File: src/rtl/alu_ctrl_if.sv
// rtl/alu_ctrl_if.sv - request/response handshake bundle between a requester and alu_ctrl
interface alu_ctrl_if #(
    parameter int WIDTH = 32
);
    logic             req_valid;
    logic             req_ready;
    logic [2:0]       req_op;
    logic [WIDTH-1:0] req_a;
    logic [WIDTH-1:0] req_b;
    logic             rsp_valid;
    logic             rsp_ready;
    logic [WIDTH-1:0] rsp_data;
    logic             rsp_z;
    logic             rsp_n;
    logic             rsp_err;

    modport master (
        output req_valid, req_op, req_a, req_b, rsp_ready,
        input  req_ready, rsp_valid, rsp_data, rsp_z, rsp_n, rsp_err
    );

    modport slave (
        input  req_valid, req_op, req_a, req_b, rsp_ready,
        output req_ready, rsp_valid, rsp_data, rsp_z, rsp_n, rsp_err
    );
endinterface

File: src/rtl/alu_ctrl.sv
// rtl/alu_ctrl.sv - multi-cycle sequencer driving an external ALU, adding ABS/MIN/MAX as two passes
module alu_ctrl #(
    parameter int WIDTH = 32
) (
    input  logic             clk,
    input  logic             rst_n,
    alu_ctrl_if.slave        bus,
    output logic [WIDTH-1:0] alu_a,
    output logic [WIDTH-1:0] alu_b,
    output logic             alu_add,
    output logic             alu_neg,
    output logic             alu_sub,
    input  logic [WIDTH-1:0] alu_out,
    input  logic             alu_z,
    input  logic             alu_n,
    output logic             busy
);
    localparam logic [2:0] OP_ADD  = 3'b000;
    localparam logic [2:0] OP_SUB  = 3'b001;
    localparam logic [2:0] OP_NEG  = 3'b010;
    localparam logic [2:0] OP_PASS = 3'b011;
    localparam logic [2:0] OP_ABS  = 3'b100;
    localparam logic [2:0] OP_MIN  = 3'b101;
    localparam logic [2:0] OP_MAX  = 3'b110;
    localparam logic [2:0] OP_ILL  = 3'b111;

    // {add, neg, sub} as the ALU expects them
    localparam logic [2:0] CTL_ADD  = 3'b000;
    localparam logic [2:0] CTL_SUB  = 3'b101;
    localparam logic [2:0] CTL_NEG  = 3'b110;
    localparam logic [2:0] CTL_PASS = 3'b111;

    typedef enum logic [1:0] {IDLE, EXEC1, EXEC2, DONE} state_t;

    state_t           state, next_state;
    logic [2:0]       op_r;
    logic [WIDTH-1:0] a_r, b_r, res_r;
    logic             z_r, n_r, err_r, cmp_n;
    logic [2:0]       ctrl;
    logic             two_step;

    assign two_step = (op_r == OP_ABS) || (op_r == OP_MIN) || (op_r == OP_MAX);

    always_ff @(posedge clk or negedge rst_n) begin
        if (!rst_n) state <= IDLE;
        else        state <= next_state;
    end

    always_comb begin
        next_state = state;
        case (state)
            IDLE:  if (bus.req_valid) next_state = (bus.req_op == OP_ILL) ? DONE : EXEC1;
            EXEC1: next_state = two_step ? EXEC2 : DONE;
            EXEC2: next_state = DONE;
            DONE:  if (bus.rsp_ready) next_state = IDLE;
            default: next_state = IDLE;
        endcase
    end

    // ALU drive depends only on registered state so the ALU path starts at flops
    always_comb begin
        ctrl  = CTL_ADD;
        alu_a = '0;
        alu_b = '0;
        case (state)
            EXEC1: begin
                alu_a = a_r;
                alu_b = b_r;
                case (op_r)
                    OP_SUB, OP_MIN, OP_MAX: ctrl = CTL_SUB;
                    OP_NEG:                 ctrl = CTL_NEG;
                    OP_PASS, OP_ABS:        ctrl = CTL_PASS;
                    default:                ctrl = CTL_ADD;
                endcase
            end
            EXEC2: begin
                case (op_r)
                    OP_ABS: begin
                        ctrl  = n_r ? CTL_NEG : CTL_PASS;
                        alu_a = a_r;
                    end
                    OP_MIN: begin
                        ctrl  = CTL_PASS;
                        alu_a = cmp_n ? a_r : b_r;
                    end
                    OP_MAX: begin
                        ctrl  = CTL_PASS;
                        alu_a = cmp_n ? b_r : a_r;
                    end
                    default: ctrl = CTL_ADD;
                endcase
            end
            default: ctrl = CTL_ADD;
        endcase
    end

    assign {alu_add, alu_neg, alu_sub} = ctrl;

    always_ff @(posedge clk or negedge rst_n) begin
        if (!rst_n) begin
            op_r  <= '0;
            a_r   <= '0;
            b_r   <= '0;
            res_r <= '0;
            z_r   <= 1'b0;
            n_r   <= 1'b0;
            err_r <= 1'b0;
            cmp_n <= 1'b0;
        end else begin
            case (state)
                IDLE: if (bus.req_valid) begin
                    op_r <= bus.req_op;
                    a_r  <= bus.req_a;
                    b_r  <= bus.req_b;
                    if (bus.req_op == OP_ILL) begin
                        res_r <= '0;
                        z_r   <= 1'b0;
                        n_r   <= 1'b0;
                        err_r <= 1'b1;
                    end else begin
                        err_r <= 1'b0;
                    end
                end
                EXEC1: begin
                    res_r <= alu_out;
                    z_r   <= alu_z;
                    n_r   <= alu_n;
                    if (op_r == OP_MIN || op_r == OP_MAX) cmp_n <= alu_n;
                end
                EXEC2: begin
                    res_r <= alu_out;
                    z_r   <= alu_z;
                    n_r   <= alu_n;
                end
                default: ;
            endcase
        end
    end

    assign bus.req_ready = (state == IDLE);
    assign bus.rsp_valid = (state == DONE);
    assign bus.rsp_data  = res_r;
    assign bus.rsp_z     = z_r;
    assign bus.rsp_n     = n_r;
    assign bus.rsp_err   = err_r;
    assign busy          = (state != IDLE);
endmodule

File: src/flat_wrapper.sv
// flat-port wrapper written by rule: the top's interface ports become plain ports
module alu_ctrl_flat 
#(
    parameter int WIDTH = 32
)
  (clk, rst_n, alu_a, alu_b, alu_add, alu_neg, alu_sub, alu_out, alu_z, alu_n, busy, bus_req_valid, bus_req_op, bus_req_a, bus_req_b, bus_rsp_ready, bus_req_ready, bus_rsp_valid, bus_rsp_data, bus_rsp_z, bus_rsp_n, bus_rsp_err);
  alu_ctrl_if #(.WIDTH(WIDTH)) bus_i ();
  input  logic clk;
  input  logic rst_n;
  output logic [WIDTH-1:0] alu_a;
  output logic [WIDTH-1:0] alu_b;
  output logic alu_add;
  output logic alu_neg;
  output logic alu_sub;
  input  logic [WIDTH-1:0] alu_out;
  input  logic alu_z;
  input  logic alu_n;
  output logic busy;
  input wire logic [$bits(bus_i.req_valid)-1:0] bus_req_valid;
  input wire logic [$bits(bus_i.req_op)-1:0] bus_req_op;
  input wire logic [$bits(bus_i.req_a)-1:0] bus_req_a;
  input wire logic [$bits(bus_i.req_b)-1:0] bus_req_b;
  input wire logic [$bits(bus_i.rsp_ready)-1:0] bus_rsp_ready;
  output wire logic [$bits(bus_i.req_ready)-1:0] bus_req_ready;
  output wire logic [$bits(bus_i.rsp_valid)-1:0] bus_rsp_valid;
  output wire logic [$bits(bus_i.rsp_data)-1:0] bus_rsp_data;
  output wire logic [$bits(bus_i.rsp_z)-1:0] bus_rsp_z;
  output wire logic [$bits(bus_i.rsp_n)-1:0] bus_rsp_n;
  output wire logic [$bits(bus_i.rsp_err)-1:0] bus_rsp_err;
  assign bus_i.req_valid = bus_req_valid;
  assign bus_i.req_op = bus_req_op;
  assign bus_i.req_a = bus_req_a;
  assign bus_i.req_b = bus_req_b;
  assign bus_i.rsp_ready = bus_rsp_ready;
  assign bus_req_ready = bus_i.req_ready;
  assign bus_rsp_valid = bus_i.rsp_valid;
  assign bus_rsp_data = bus_i.rsp_data;
  assign bus_rsp_z = bus_i.rsp_z;
  assign bus_rsp_n = bus_i.rsp_n;
  assign bus_rsp_err = bus_i.rsp_err;
  alu_ctrl #(.WIDTH(WIDTH)) u_core (.clk(clk), .rst_n(rst_n), .bus(bus_i), .alu_a(alu_a), .alu_b(alu_b), .alu_add(alu_add), .alu_neg(alu_neg), .alu_sub(alu_sub), .alu_out(alu_out), .alu_z(alu_z), .alu_n(alu_n), .busy(busy));
endmodule
File: config.mk
export PLATFORM = sky130hd
export DESIGN_NAME = alu_ctrl_flat
export DESIGN_NICKNAME = d
export VERILOG_FILES = /design/src/rtl/alu_ctrl_if.sv /design/src/rtl/alu_ctrl.sv /design/src/flat_wrapper.sv
export SDC_FILE = /design/constraint.sdc
export NUM_CORES = 1
export LEC_CHECK = 0
export ABC_CLOCK_PERIOD_IN_PS = 4300
export BUFFER_PORTS_ARGS = -buffer_cell sky130_fd_sc_hd__buf_4
export CORE_UTILIZATION = 50
export DETAILED_ROUTE_END_ITERATION = 16
export PLACE_DENSITY = 0.85
export SYNTH_ARGS = -nofsm -noshare
export SYNTH_HDL_FRONTEND = slang
export SYNTH_SLANG_ARGS = --single-unit
File: constraint.sdc
create_clock -name clk -period 4.3 [get_ports clk]
set_input_delay 0.86 -clock clk [delete_from_list [all_inputs] [get_ports clk]]
set_output_delay 0.86 -clock clk [all_outputs]
set_load 0.01 [all_outputs]
==> impl_results.md, run 1 <==
* Fmax at 0.2891 GHz
* Setup crit start kind: flop
* First-pass GRT wire length at 23880 um
* Crit end category: output port
* Die ar. at 11620 um^2
* Grt total ovfl at 0
* Internal reg-to-reg setup slack at 1880 ps
* DR vias at 4823
* Worst-skew pair later-pin latency at 360 ps
* Metal3 WL at 1339 um
* Final max-slew violation count at 0
* Max Root-Sink Buffers at 2
* Max Cap Viol at 0
* Req. time, crit path at 3440 ps
* Worst-path fanout max at 35
* Avg WL per Cell at 18.46 um
* Most frequent cell on the critical path: buf_4
* RSZ-0062 raised after global routing: false
* Setup violations, final at 0
* CORE AREA at 10890 um^2
* Setup TNS at 0 ps
* Reg2reg start: u_core.state[0]
* Hold path depth at 1
* Final worst path period share at 0.8044
* Number of distinct library cells after synthesis at 32
* DIE HEIGHT at 107.8 um
* Vias in the first global route at 4785
* Synth-to-Final Area Change at 32.22%
* Setup bufs post-CTS at 0
* Vias per inst at 5.889
* Status: finished clean
* Average size of a mapped cell at 11.47 um^2
* Headroom to the max-slew limit at 0.4543
* Sinks on Clock Net at 105
* Worst Reg-to-Reg Cells at 5
* Power density over the cells at 846.0 nW/um^2
* Reg-to-reg endpoint: u_core.b_r[0]
* Final Skew at 10.70 ps
* Routed met1 length at 6146 um
* Gpl congestion at 0.7957
* Fill cell count at 832
* CTS Hold Bufs at 0
* Syn Inst Count at 488
* Post-DP Area at 7197 um^2
* Drt initial violations at 307
* Cell area after synthesis at 5595 um^2
* FF+latch count, synth at 105
* Htree depth at 3
* Global router's overall resource usage at 0.2663
* Final #Nets at 783
* ANT nets after route at 0
* Sequential cell area fraction in the yosys report at 0.4696
* Initial antenna violation count at 0
* Crit path kind: flop to output port
* Routed WL at 15120 um
* Min cycle time layout at 3459 ps
* CTS tree: done
* DR top layer: met4
* IO Count at 210
* Detail Placement HPWL at 10770 um
* CTS clk-pin slew, worst paths at 100 ps
* Mapped Nets at 597
* Num CTS Buffers at 9
* 1st-pass router iterations at 5
* Design Area, Final at 7398 um^2
* Crit-path max cell delay at 450 ps
* Worst Max-Slew Pin Slew at 818.5 ps
* Initial Util at 0.5139
* Min-delay src: u_core.bus.rsp_err
* FP Rows at 38
* Wire length on met2 at 7344 um
* Hold Crit Class: flop to flop
* Worst path cell trace: inv_1, ha_1, and2_1, buf_4, a21oi_1, a211oi_1, buf_4
* Area leader, netlist: dfrtp_1
* Worst VDD drop at 0.4250 mV
* Synth top area share at 0.4696
* Port Buffers at 209
* Hold Path Sink: u_core.bus.rsp_err
* Die width at 107.8 um
* Slowest CP cell: ha_1
* Layout cells sized above 1 at 0.4860
* Pleak at 3.476 nW
* Syn. warnings at 0
* Final Hold Fails at 0
* Inserted Diodes at 0
* Post-CTS Resized at 0
* Largest net degree at the start of global routing at 66
* CTS root buf: clkbuf_8
* Residual DRC at 0
* Synth top area cells: dfrtp_1 47%, mux2_2 14%, a22o_1 10%, a21oi_1 5.9%, a221oi_2 4.0%
* Worst Path Arrival at 2600 ps
-- state kept, by name (all words and copies together) (netlist names) --
signal and cells:
u_core.a_r 32, u_core.bus.rsp_n 1, u_core.b_r 32, u_core.state 2, u_core.bus.rsp_err 1, u_core.op_r 3, u_core.bus.rsp_z 1, u_core.bus.rsp_data 32
u_core.cmp_n 1
-- through the flow --
| step | setup slack (ps) | cells | power (mW) | hold slack, ps | utilization |
|---|---|---|---|---|---|
| floorplan | 1854 | 488 | 4.342 | 494.5 | - |
| global placement | 1378 | 803 | 5.469 | 468.1 | 0.6610 |
| detailed placement | 1247 | 803 | 5.639 | 477.0 | 0.6610 |
| CTS | 853.6 | 819 | 6.262 | 507.5 | 0.6795 |
| global route | 682.1 | 819 | 6.681 | 525.1 | 0.6795 |
| finish | 841.0 | 819 | 6.259 | 501.9 | 0.6795 |
-- how the worst max path moves through the flow --
stage                end             from  cells after the start
4_1_cts          alu_sub  u_core.state[1]                      8
3_5_place_dp     alu_sub  u_core.state[1]                      8
2_1_floorplan  alu_a[14]  u_core.state[0]                      6
6_report         alu_add  u_core.state[1]                      7
3_3_place_gp     alu_sub  u_core.state[1]                      8
5_1_grt          alu_sub  u_core.state[1]                      8
-- final cells by class --
type / count / area [um^2] / area share
multi-input combinational: 331 / 2708 / 0.3660
sequential: 105 / 2629 / 0.3553
timing repair buffer: 222 / 1667 / 0.2253
tap: 140 / 175.2 / 0.02368
clock buffer: 9 / 123.9 / 0.01674
clock inverter: 7 / 77.57 / 0.01049
inverter: 5 / 18.77 / 0.002537
-- power breakdown --
group	leakage (nW)	total, mW	switching [mW]	internal (mW)
combinational	2.13	3.57	1.72	1.85
sequential	1.26	2.07	0.569	1.50
clock	0.0938	0.622	0.348	0.274
-- synth_stat cells (all sizes together) --
cell,instances
a311oi,1
and2,33
mux2i,1
a21oi,67
o22ai,1
buf,36
and3,1
a2111oi,1
nand3b,2
nor2b,34
dfrtp,105
a211oi,1
ha,4
a31oi,1
inv,5
a221oi,31
a21boi,1
or2,1
o211ai,1
nand4,1
o21ai,1
nand2,6
nor2,4
mux2,69
a22o,67
clkbuf,11
a21o,1
nor3,1
-- layout by cell type (no fill, tap or decap), types with 2 or more instances in the layout --
master and count:
nor2b_1 32, buf_4 222, a221oi_1 16, a21oi_1 66, clkbuf_8 9, mux2_2 69, nand3b_1 2, and2_1 33
nand2_1 5, inv_1 5, a22o_1 67, clkinvlp_4 3, dfrtp_1 104, ha_1 4, a221oi_2 15, nor2_1 3
-- layer usage --
layer,global-route usage,vias to the layer above
met4,0.07730,0
li1,-,2196
met3,0.06901,31
met1,0.3386,2341
met2,0.4460,255
met5,0,-
-- kinds of logic after synthesis --
family / Yosys count / synth area share
flops: 105 / 0.4696
fa+ha+maj: 4 / 0.008945
compound gates: 174 / 0.2424
mux: 70 / 0.1407
simple gates: 83 / 0.08989
buf+inv: 52 / 0.04852
-- worst max-delay path: cells and delay by family, from the launching register on --
family	cells	cell delay (ps)
AND/OR/NAND/NOR	1	190
flip-flops	1	420
buffers and inverters	3	700
adder cells (fa/ha/maj)	1	450
AO/OA/AOI/OAI	2	480
Power figures use the tool's default switching activity.
==> inputs of run 2 (changes only) <==
--- a/config.mk
+++ b/config.mk
@@ -5,7 +5,7 @@
 export SDC_FILE = /design/constraint.sdc
 export NUM_CORES = 1
 export LEC_CHECK = 0
-export ABC_CLOCK_PERIOD_IN_PS = 4300
+export ABC_CLOCK_PERIOD_IN_PS = 3400
 export BUFFER_PORTS_ARGS = -buffer_cell sky130_fd_sc_hd__buf_4
 export CORE_UTILIZATION = 50
 export DETAILED_ROUTE_END_ITERATION = 16
==> constraint.sdc (replaced) <==
create_clock -name clk -period 3.4 [get_ports clk]
set_input_delay 0.68 -clock clk [delete_from_list [all_inputs] [get_ports clk]]
set_output_delay 0.68 -clock clk [all_outputs]
set_load 0.01 [all_outputs]
==> run 2 against run 1 <==
  * Routed wire length is 0.54% higher
  * Combinational power is 26% higher
  * Via count is 0.93% higher
  * Global-route usage hardly changed
  * Total power is 26% higher
  * Count of clock-buffer cells in the layout is 2 higher
  * Utilization is 0.092 points lower
  * Clock power is 18% higher
  * Register-to-register slack worse by 690 ps
  * First-iteration DRC count is 28% lower
  * Critical endpoint is now alu_a[24]
  * Largest cell class unchanged
==> impl_results.md, run 2 (synthesis gave the netlist of run 1 again) <==
* Final worst path period share at 0.9394
* Slowest CP cell: nor2b_4
* DIE HEIGHT at 107.8 um
* Post-route core utilization at 0.6786
* Vias in the first global route at 4783
* CTS tree: done
* Die width at 107.8 um
* Layout cells sized above 1 at 0.4845
* Pre-CTS setup slack at 583.1 ps
* Initial antenna violation count at 0
* Worst-path fanout max at 33
* Hold Crit Class: input pin to async pin
* Headroom to the max-slew limit at 0.3140
* RSZ-0062 raised after global routing: false
* Worst VDD drop at 0.5779 mV
* Routed WL at 15200 um
* Port Buffers at 209
* Num CTS Buffers at 9
* CORE AREA at 10890 um^2
* Design Area, Final at 7388 um^2
* Crit path kind: flop to output port
* Most frequent cells in the layout: 221 x buf_4, 104 x dfrtp_1, 69 x mux2_2, 67 x a22o_1, 66 x a21oi_1
* IO Count at 210
* Setup violations, final at 0
* Htree depth at 3
* Worst Setup Slack, final at 206.0 ps
* Sinks on Clock Net at 105
* Max Root-Sink Buffers at 2
* Worst Max-Slew Pin Slew at 1027 ps
* Setup bufs post-CTS at 0
* Setup TNS at 0 ps
* Drt initial violations at 220
* Most common cell after layout, fill and taps aside: buf_4
* Inserted Diodes at 0
* Crit-path max cell delay at 880 ps
* Final Hold Fails at 0
* Worst path cell trace: nor2b_4, mux2_2, a22o_1, a22o_1, buf_4
* Pleak at 3.475 nW
* Crit end category: output port
* Fill cell count at 841
* ANT nets after route at 0
* CTS clk-pin slew, worst paths at 100 ps
* Setup crit start kind: flop
* Avg WL per Cell at 18.56 um
* Status: finished clean
* Max Cap Viol at 0
* Final max-slew violation count at 0
* Largest net degree at the start of global routing at 72
* Final Skew at 8.727 ps
* Min cycle time layout at 3194 ps
* Worst Path Arrival at 2510 ps
* DR vias at 4868
* Hold WS at 423.9 ps
* Req. time, crit path at 2720 ps
* Fmax at 0.3131 GHz
* 1st-pass router iterations at 4
* CTS Hold Bufs at 0
* Grt total ovfl at 0
* Post-DP Area at 7209 um^2
* Synth-to-Final Area Change at 32.04%
* Global router's overall resource usage at 0.2659
* Most frequent cell on the critical path: a22o_1
* Final #Nets at 783
* First-pass GRT wire length at 23920 um
* Post-CTS Resized at 0
* Power density over the cells at 1065 nW/um^2
* FP Rows at 38
* Gpl congestion at 0.8020
* Residual DRC at 0
* Die ar. at 11620 um^2
* Worst-skew pair later-pin latency at 370 ps
* Detail Placement HPWL at 10640 um
* CTS root buf: clkbuf_8
* Vias per inst at 5.944
* Initial Util at 0.5139
run 2: cell types whose count changed in the layout (fill, tap and decap cells not counted), sizes merged:
cell,delta
clkbuf,+2
bufinv,-1
clkinvlp,-1
run 2: per-stage QoR:
stage | power [mW] | std cells
5_1_grt | 8.436 | 819
3_3_place_gp | 6.930 | 803
2_1_floorplan | 5.492 | 488
4_1_cts | 7.890 | 819
3_5_place_dp | 7.147 | 803
6_report | 7.870 | 819
run 2: worst paths after layout:
path / start / to / slack [ps] / cells past startpoint
min in group clk: u_core.bus.rsp_err / u_core.bus.rsp_err / 500 / 1
min reg2reg: u_core.bus.rsp_err / u_core.bus.rsp_err / 500 / 1
max reg2reg: u_core.state[0] / u_core.b_r[10] / 1190 / 5
max in group asynchronous: rst_n / u_core.bus.rsp_data[0] / 2130 / 2
min: rst_n / u_core.b_r[9] / 420 / 1
max: u_core.op_r[1] / alu_a[24] / 210 / 5
run 2: area by class of cell:
cell class,count,area (um^2),area share
Multi-Input combinational cell,331,2708,0.3665
Sequential cell,105,2629,0.3558
Timing Repair Buffer,222,1679,0.2273
Tap cell,140,175.2,0.02371
Clock buffer,11,141.4,0.01914
Clock inverter,5,37.54,0.005080
Inverter,5,18.77,0.002540
run 2: metal layers:
layer / wire, um / up-vias / global-route usage
met5: 0 / - / 0
met4: 262 / 0 / 0.09100
met3: 1253 / 23 / 0.05872
met2: 7532 / 230 / 0.4446
met1: 6150 / 2419 / 0.3394
li1: - / 2196 / -
run 2: where the power goes:
part / switching, mW / internal (mW) / leakage, nW / total [mW]
logic: 2.16 / 2.35 / 2.13 / 4.51
registers: 0.729 / 1.90 / 1.26 / 2.63
clock network: 0.440 / 0.292 / 0.0863 / 0.732
run 2: worst max-delay path: cells and delay by family, from the launching register on:
family | cells | cell delay, ps
multiplexers | 1 | 300
AND/OR/NAND/NOR | 1 | 880
flip-flops | 1 | 580
buffers and inverters | 1 | 120
AO/OA/AOI/OAI | 2 | 270
